File: src/rtl/mem_arb_pkg.sv
// Shared types and constants for the two-port memory arbiter.
// Holds the FSM state encoding, port IDs and the round-robin pick helper.
package mem_arb_pkg;

  localparam int MEM_LAT_DEFAULT = 2;
  localparam int CNT_W           = 4;

  typedef enum logic [1:0] {
    S_IDLE  = 2'd0,
    S_ISSUE = 2'd1,
    S_WAIT  = 2'd2,
    S_DONE  = 2'd3
  } state_e;

  typedef enum logic {
    PORT_I = 1'b0,
    PORT_D = 1'b1
  } port_e;

  // A lone requester always wins; on a tie the port not served last wins.
  function automatic port_e rr_pick(input logic ireq, input logic dreq, input port_e last);
    if (ireq && dreq) return (last == PORT_I) ? PORT_D : PORT_I;
    else if (dreq)    return PORT_D;
    else              return PORT_I;
  endfunction

endpackage

File: src/rtl/mem_lat_counter.sv
// Down-counter that times the WAIT phase of a memory access.
// Load takes priority over decrement; zero_o flags an expired count.
module mem_lat_counter
  import mem_arb_pkg::*;
(
  input  logic             clk_i,
  input  logic             rst_i,
  input  logic             load_i,
  input  logic [CNT_W-1:0] load_val_i,
  input  logic             dec_i,
  output logic             zero_o
);

  logic [CNT_W-1:0] cnt_q, cnt_d;

  always_comb begin
    cnt_d = cnt_q;
    if (load_i)                     cnt_d = load_val_i;
    else if (dec_i && cnt_q != '0)  cnt_d = cnt_q - 1'b1;
  end

  always_ff @(posedge clk_i or posedge rst_i) begin
    if (rst_i) cnt_q <= '0;
    else       cnt_q <= cnt_d;
  end

  assign zero_o = (cnt_q == '0);

endmodule

File: src/rtl/mem_arbiter.sv
// Round-robin arbiter sharing one fixed-latency memory between an
// instruction read port and a data read/write port.
module mem_arbiter
  import mem_arb_pkg::*;
#(
  parameter int MEM_LAT = MEM_LAT_DEFAULT,
  parameter int AW      = 16,
  parameter int DW      = 16
) (
  input  logic          Clk,
  input  logic          Rst,
  input  logic          IReq,
  input  logic [AW-1:0] IAddr,
  output logic          IAck,
  output logic [DW-1:0] IData,
  input  logic          DReq,
  input  logic          DWr,
  input  logic [AW-1:0] DAddr,
  input  logic [DW-1:0] DWData,
  output logic          DAck,
  output logic [DW-1:0] DData,
  output logic [AW-1:0] MemAddr,
  output logic [DW-1:0] MemDataIn,
  output logic          MemRD,
  output logic          MemWR,
  input  logic [DW-1:0] MemDataOut,
  output logic          Busy,
  output state_e        dbg_state_o
);

  // Handshake: a requester raises Req with a stable payload and holds it
  // until its one-cycle Ack. The payload is latched on the grant edge, so it
  // may change freely afterwards; Req is only looked at while IDLE.

  state_e          state_q;
  port_e           last_grant_q;
  port_e           pick;
  logic            wr_q;
  logic [AW-1:0]   addr_q;
  logic [DW-1:0]   wdata_q;
  logic            mem_rd_q, mem_wr_q;
  logic            iack_q, dack_q;
  logic [DW-1:0]   idata_q, ddata_q;
  logic            cnt_zero;

  assign pick = rr_pick(IReq, DReq, last_grant_q);

  // Loaded with MEM_LAT-1 so that WAIT spans exactly MEM_LAT cycles.
  mem_lat_counter u_lat_cnt (
    .clk_i      (Clk),
    .rst_i      (Rst),
    .load_i     (state_q == S_ISSUE),
    .load_val_i (CNT_W'(MEM_LAT - 1)),
    .dec_i      (state_q == S_WAIT && !cnt_zero),
    .zero_o     (cnt_zero)
  );

  always_ff @(posedge Clk or posedge Rst) begin
    if (Rst) begin
      state_q      <= S_IDLE;
      last_grant_q <= PORT_I;
      wr_q         <= 1'b0;
      addr_q       <= '0;
      wdata_q      <= '0;
      mem_rd_q     <= 1'b0;
      mem_wr_q     <= 1'b0;
      iack_q       <= 1'b0;
      dack_q       <= 1'b0;
      idata_q      <= '0;
      ddata_q      <= '0;
    end else begin
      case (state_q)
        S_IDLE: begin
          if (IReq || DReq) begin
            last_grant_q <= pick;
            if (pick == PORT_D) begin
              addr_q  <= DAddr;
              wr_q    <= DWr;
              wdata_q <= DWData;
              mem_rd_q <= !DWr;
              mem_wr_q <= DWr;
            end else begin
              addr_q  <= IAddr;
              wr_q    <= 1'b0;
              wdata_q <= '0;
              mem_rd_q <= 1'b1;
              mem_wr_q <= 1'b0;
            end
            state_q <= S_ISSUE;
          end
        end
        S_ISSUE: begin
          mem_rd_q <= 1'b0;
          mem_wr_q <= 1'b0;
          state_q  <= S_WAIT;
        end
        S_WAIT: begin
          if (cnt_zero) begin
            if (last_grant_q == PORT_D) begin
              dack_q <= 1'b1;
              if (!wr_q) ddata_q <= MemDataOut;
            end else begin
              iack_q  <= 1'b1;
              idata_q <= MemDataOut;
            end
            state_q <= S_DONE;
          end
        end
        S_DONE: begin
          iack_q  <= 1'b0;
          dack_q  <= 1'b0;
          state_q <= S_IDLE;
        end
        default: state_q <= S_IDLE;
      endcase
    end
  end

  assign IAck        = iack_q;
  assign DAck        = dack_q;
  assign IData       = idata_q;
  assign DData       = ddata_q;
  assign MemAddr     = addr_q;
  assign MemDataIn   = wdata_q;
  assign MemRD       = mem_rd_q;
  assign MemWR       = mem_wr_q;
  assign Busy        = (state_q != S_IDLE);
  assign dbg_state_o = state_q;

endmodule
File: config.mk
export PLATFORM = sky130hd
export DESIGN_NAME = mem_arbiter
export DESIGN_NICKNAME = d
export VERILOG_FILES = /design/src/rtl/mem_arb_pkg.sv /design/src/rtl/mem_lat_counter.sv /design/src/rtl/mem_arbiter.sv
export SDC_FILE = /design/constraint.sdc
export NUM_CORES = 1
export LEC_CHECK = 0
export CORE_ASPECT_RATIO = 1.25
export CORE_MARGIN = 1
export CORE_UTILIZATION = 43
export DETAILED_ROUTE_END_ITERATION = 16
export PLACE_DENSITY = 0.81
export SLEW_MARGIN = 30
export SYNTH_ARGS = -nofsm -noshare
export SYNTH_HDL_FRONTEND = slang
export SYNTH_HIERARCHICAL = 1
export SYNTH_SLANG_ARGS = --single-unit
File: constraint.sdc
create_clock -name Clk -period 2.5 [get_ports Clk]
set_clock_uncertainty 0.05 [all_clocks]
set_input_delay 0.375 -clock Clk [delete_from_list [all_inputs] [get_ports Clk]]
set_output_delay 0.375 -clock Clk [all_outputs]
set_load 0.02 [all_outputs]
======== Yosys cells after proc, flatten, opt, wreduce, memory -nomap -nowiden ========
Index checks and enable logic that the tools add are counted.
cells by class
  add/subtract/negate cells ............... 1
  equality and inequality tests ........... 7
  muxes and demuxes ....................... 22
  bitwise gates (word level) .............. 2
  reduce and logical (&&, ||, !) cells .... 20
operator list
  cell                                                                number
  16-bit 2-to-1 mux                                                   2
  1-bit 2-to-1 mux                                                    11
  3-bit AND reduction                                                 3
  4-bit 2-to-1 mux                                                    2
  2-bit != test, second input constant                                4
  1-bit one-hot mux with 2 select lines                               4
  2-bit one-hot mux with 4 select lines                               1
  2-bit nonzero test                                                  4
  2-bit AND reduction                                                 3
  2-bit == test, second input constant                                2
  4-bit logical NOT                                                   1
  2-bit 2-to-1 mux                                                    2
  4-bit AND reduction                                                 1
  4-bit nonzero test                                                  1
  4-bit by 1-bit subtractor with 4-bit output, second input constant  1
  1-bit logical AND                                                   3
  2-bit by 1-bit == test with 1-bit output, second input constant     1
  1-bit logical NOT                                                   2
  2-bit logical NOT                                                   1
  1-bit inverter                                                      2
  1-bit logical OR                                                    1
word-level totals
  register bits after elaboration ......... 76
  input bits .............................. 69
  output and inout port bits .............. 71
  word-level logic and storage cells ...... 64

======== Depth between registers and ports, before layout ========
  word-level depth ........................ 6
  mapped depth ............................ 8
  mapped depth without buffers ............ 8

======== Modules after synthesis ========
The synthesis kept the hierarchy.
modules (own cells, without submodules)
  module           instances  cells each  area each (µm²)  sequential area each (µm²)
  mem_arbiter      1          234         3046.7           1801.7
  mem_lat_counter  1          28          261.5            100.1

======== Worst setup path before layout ========
OpenSTA, ideal clock, no wires.
  kind .................................... reg-to-reg
  from .................................... register u_lat_cnt.cnt_q[0]
  to ...................................... register u_lat_cnt.cnt_q[3]
  library setup time ...................... 0.126 ns
  data arrival time ....................... 1.922 ns
  required time ........................... 2.324 ns
  slack ................................... 0.402 ns
  cell stages (with the launch flop) ...... 9
  path buffers ............................ 0
  period minus slack after synthesis ...... 2.098 ns
  cells stage by stage .................... dfrtp_1 inv_1 ha_1 or3b_4 inv_1 nor2b_2 nor4b_2 nor3b_1 a221o_1
on the way
  longest elaborated chain between the ends .. 5
  elaborated cells on any way between the ends .. 9
  those cells by class .................... 1 x add/sub; 2 x mux; 6 x reduce/logical
RTL lines
  item                          RTL line               RTL
  start: declaration            mem_lat_counter.sv:14  logic [CNT_W-1:0] cnt_q, cnt_d;
  start signal: assignment      mem_lat_counter.sv:24  else cnt_q <= cnt_d;
  4-bit logical NOT             mem_lat_counter.sv:27  assign zero_o = (cnt_q == '0);
  net cnt_zero                  mem_arbiter.sv:44      logic cnt_zero;
  1-bit logical NOT             mem_arbiter.sv:54      .dec_i (state_q == S_WAIT && !cnt_zero),
  1-bit logical AND             mem_arbiter.sv:54
  1-bit logical AND             mem_lat_counter.sv:19  else if (dec_i && cnt_q != '0) cnt_d = cnt_q - 1'b1;
  2-bit nonzero test (no line)  --
The timed path passes the listed nets, and every way through them passes these cells. The select of a mux whose other input is x is not followed.
A chain may end at the register's enable or synchronous reset.

======== Worst setup path in the final report ========
  from .................................... register u_lat_cnt.cnt_q[0]
  to ...................................... register ddata_q[0], in the netlist DData[0]
on the way
  longest elaborated chain between the ends .. 2
RTL lines
  item                           RTL line               RTL
  4-bit logical NOT              mem_lat_counter.sv:27
  net cnt_zero                   mem_arbiter.sv:44
  4-bit AND reduction (no line)  --
  end signal: assignment         mem_arbiter.sv:101     if (!wr_q) ddata_q <= MemDataOut;
  end: declaration               mem_arbiter.sv:43      logic [DW-1:0] idata_q, ddata_q;
The timed path passes the listed nets, and every way through them passes these cells.

==> impl_metrics.tcl <==
set metrics [dict create \
    start_util_pct 44.7 \
    die_w_um 80.5 \
    syn2layout_area_growth_pct 52.3 \
    cts.sinks 76 \
    final_antenna_net_count 0 \
    p_leak_nw 2.26 \
    fmax_ghz 0.432 \
    cts_buffer_depth 2 \
    power.total_mw 6.79 \
    cp_slowest_cell "or3b_4" \
    synth_top_area_share_pct 57.5 \
    gr-total-overflow 0 \
    syn-instance-count 262 \
    grt_max_degree 35 \
    period_minus_slack_ps 2310 \
    hold_buffers 0 \
    cts_resized 0 \
    nets 481 \
    synth.distinct_cells 42 \
    crit_chain "inv_1 > ha_1 > or3b_4 > inv_1 > nand4b_4 > mux2_4" \
    io_buffers 139 \
    maxSlewViolCount 0 \
    hold_viol_final 0 \
    grt_first_pass_wirelength_um 12900 \
    syn_avg_cell_area_um2 12.6 \
    max_stage_delay_ps 420 \
    gp_congestion 0.728 \
    row_count 35 \
    critPathArrivalTime_ps 2480 \
    dieArea_um2 8050 \
    powerDensity_nw_per_um2 1350 \
    firstDrtPassIters 4 \
    syn_area_um2 3310 \
    numCtsBuffers 9 \
    cp_max_fo 16 \
    rsz0062_at_grt "false" \
    relSlewSlack_pct 58.7 \
    antenna_found_initial 0 \
    grt_pass1_vias 2725 \
    wl_um 7780 \
    critical_path_class "flop to flop" \
    die_h_um 100 \
    end_kind "flop" \
    tns_ps 0 \
    vias 2558 \
    drive_above_1_share_pct 16.3 \
    drv_cap 0 \
    ys_seq_area_share_pct 57.5 \
    cts.reportedPaths.clkPinSlew_ps 80 \
    avgViaCountPerCell 5.09 \
    place_hpwl_um 5700 \
    ys_top_cells_by_area "dfrtp_1 (57%), mux2_2 (7.5%), a21oi_1 (5.3%)" \
    drc_errors 0 \
    synth_edf_count 0 \
    cts_tree "yes" \
    ys_warn_count 6 \
    period_share_pct 92.5 \
    worstMarginPinSlew_ps 619 \
    setup_violations 0 \
    post_cts_buffers 0 \
    drt_iter0_markers 55 \
    cp_common_cell "inv_1" \
    clock_latency_ps 340 \
    max-vdd-ir-drop_mv 0.770 \
    yosys.area.top_type "dfrtp_1" \
    diodes 0 \
    status "finished clean" \
    required_ps 2670 \
    root_buffer "clkbuf_8" \
    ys_async_sr_fraction_pct 100 \
    wl_per_cell_um 15.5 \
    htree_levels 3 \
    ys_seq_elements 76 \
    cp-start-kind "flop" \
    top_level_ports 140 \
    synth_ff_type "dfrtp_1" \
    fp.coreArea_um2 7400 \
    grtUsageTotal_pct 20.9 \
    min_path_type "primary input to asynchronous set/reset pin" \
]
==> per-stage QoR <==
| step | setup WS [ps] | cell area [um^2] | util [%] | hold slack, ps | cells |
|---|---|---|---|---|---|
| after floorplan | 250 | 3320 | - | 91.1 | 264 |
| after global placement | 314 | 4800 | 64.8 | 431 | 487 |
| after detailed placement | 175 | 4800 | 64.8 | 437 | 487 |
| after CTS | 12.7 | 5030 | 68.0 | 232 | 503 |
| after global routing | 69.4 | 5040 | 68.1 | 249 | 503 |
| final | 188 | 5040 | 68.1 | 233 | 503 |
==> routing by layer <==
layer  part of all wire [%]  GRT usage, %
met5                      0             0
met4                   0.95          5.36
met3                    9.0          7.82
met2                     48          34.9
met1                     42          25.2
==> kinds of logic (layout without fill, tap and decap cells) <==
group | count (synthesis) | in the layout | synth area share (%)
fa+ha+maj | 6 | 6 | 2.27
mux | 33 | 33 | 12.5
compound gates | 70 | 70 | 14.3
flops | 76 | 76 | 57.5
simple gates | 54 | 54 | 9.76
buf+inv | 21 | 168 | 3.44
other cells | 2 | 4 | 0.227
==> sequential cells by signal, indices dropped and copies added (netlist names) <==
register,flops
DData,16
u_lat_cnt/cnt_q,4
last_grant_q,1
MemWR,1
MemDataIn,16
DAck,1
wr_q,1
MemRD,1
MemAddr,16
IAck,1
dbg_state_o,2
IData,16
==> cell usage after synthesis (all sizes together), types with 2 or more instances <==
| library cell | n |
|---|---|
| a21oi | 35 |
| inv | 9 |
| clkbuf | 3 |
| a32o | 2 |
| nand2b | 3 |
| ha | 6 |
| dfrtp | 76 |
| mux2 | 33 |
| or3b | 2 |
| buf | 9 |
| o21ai | 4 |
| nor2 | 18 |
| nand2 | 21 |
| conb | 2 |
| a22o | 19 |
| nor2b | 2 |
==> worst max-delay path, delay by kind of cell, from the launching register on <==
family,cells,cell delay (ps)
adders and majority gates,1,210
buffers and inverters,2,320
DFF,1,390
muxes,1,420
and+or+nand+nor,2,790
==> power breakdown <==
part	internal, mW	total (mW)	switching, mW
Combinational	1.81	3.49	1.67
Sequential	1.85	2.24	0.393
Clock	0.600	1.06	0.462
==> final timing paths <==
check                           slack [ps]  cells after the start          startpoint                 end
worst max-delay path                   190                      6  u_lat_cnt/cnt_q[0]            DData[0]
worst min-delay path                   230                      2                 Rst  u_lat_cnt/cnt_q[0]
worst max register to register         190                      6  u_lat_cnt/cnt_q[0]            DData[0]
worst min register to register         450                      1               MemWR               MemWR
max in group asynchronous             1420                      3                 Rst                wr_q
min in group Clk                       450                      1               MemWR               MemWR
==> final cells by class <==
class | instances | area (um^2)
fillers | 566 | 2360
inverters | 9 | 33.8
flip-flops and latches | 76 | 1900
repair buffers | 143 | 1450
clock inverters | 6 | 95.1
well taps | 92 | 115
multi-input cells | 167 | 1310
clock buffers | 10 | 138
==> cell usage in the layout (no fill, tap or decap), drive strengths merged, types with 2 or more instances in the layout <==
cell type and count:
a21oi 35, a22o 19, a32o 2, buf 4
bufinv 2, clkbuf 10, clkdlybuf4s50 138, clkinv 2
conb 4, dfrtp 76, ha 6, inv 11
mux2 33, nand2 21, nand2b 3, nor2 18
nor2b 2, o21ai 4, or3b 2
No activity file was read; power rests on OpenSTA's default activity.
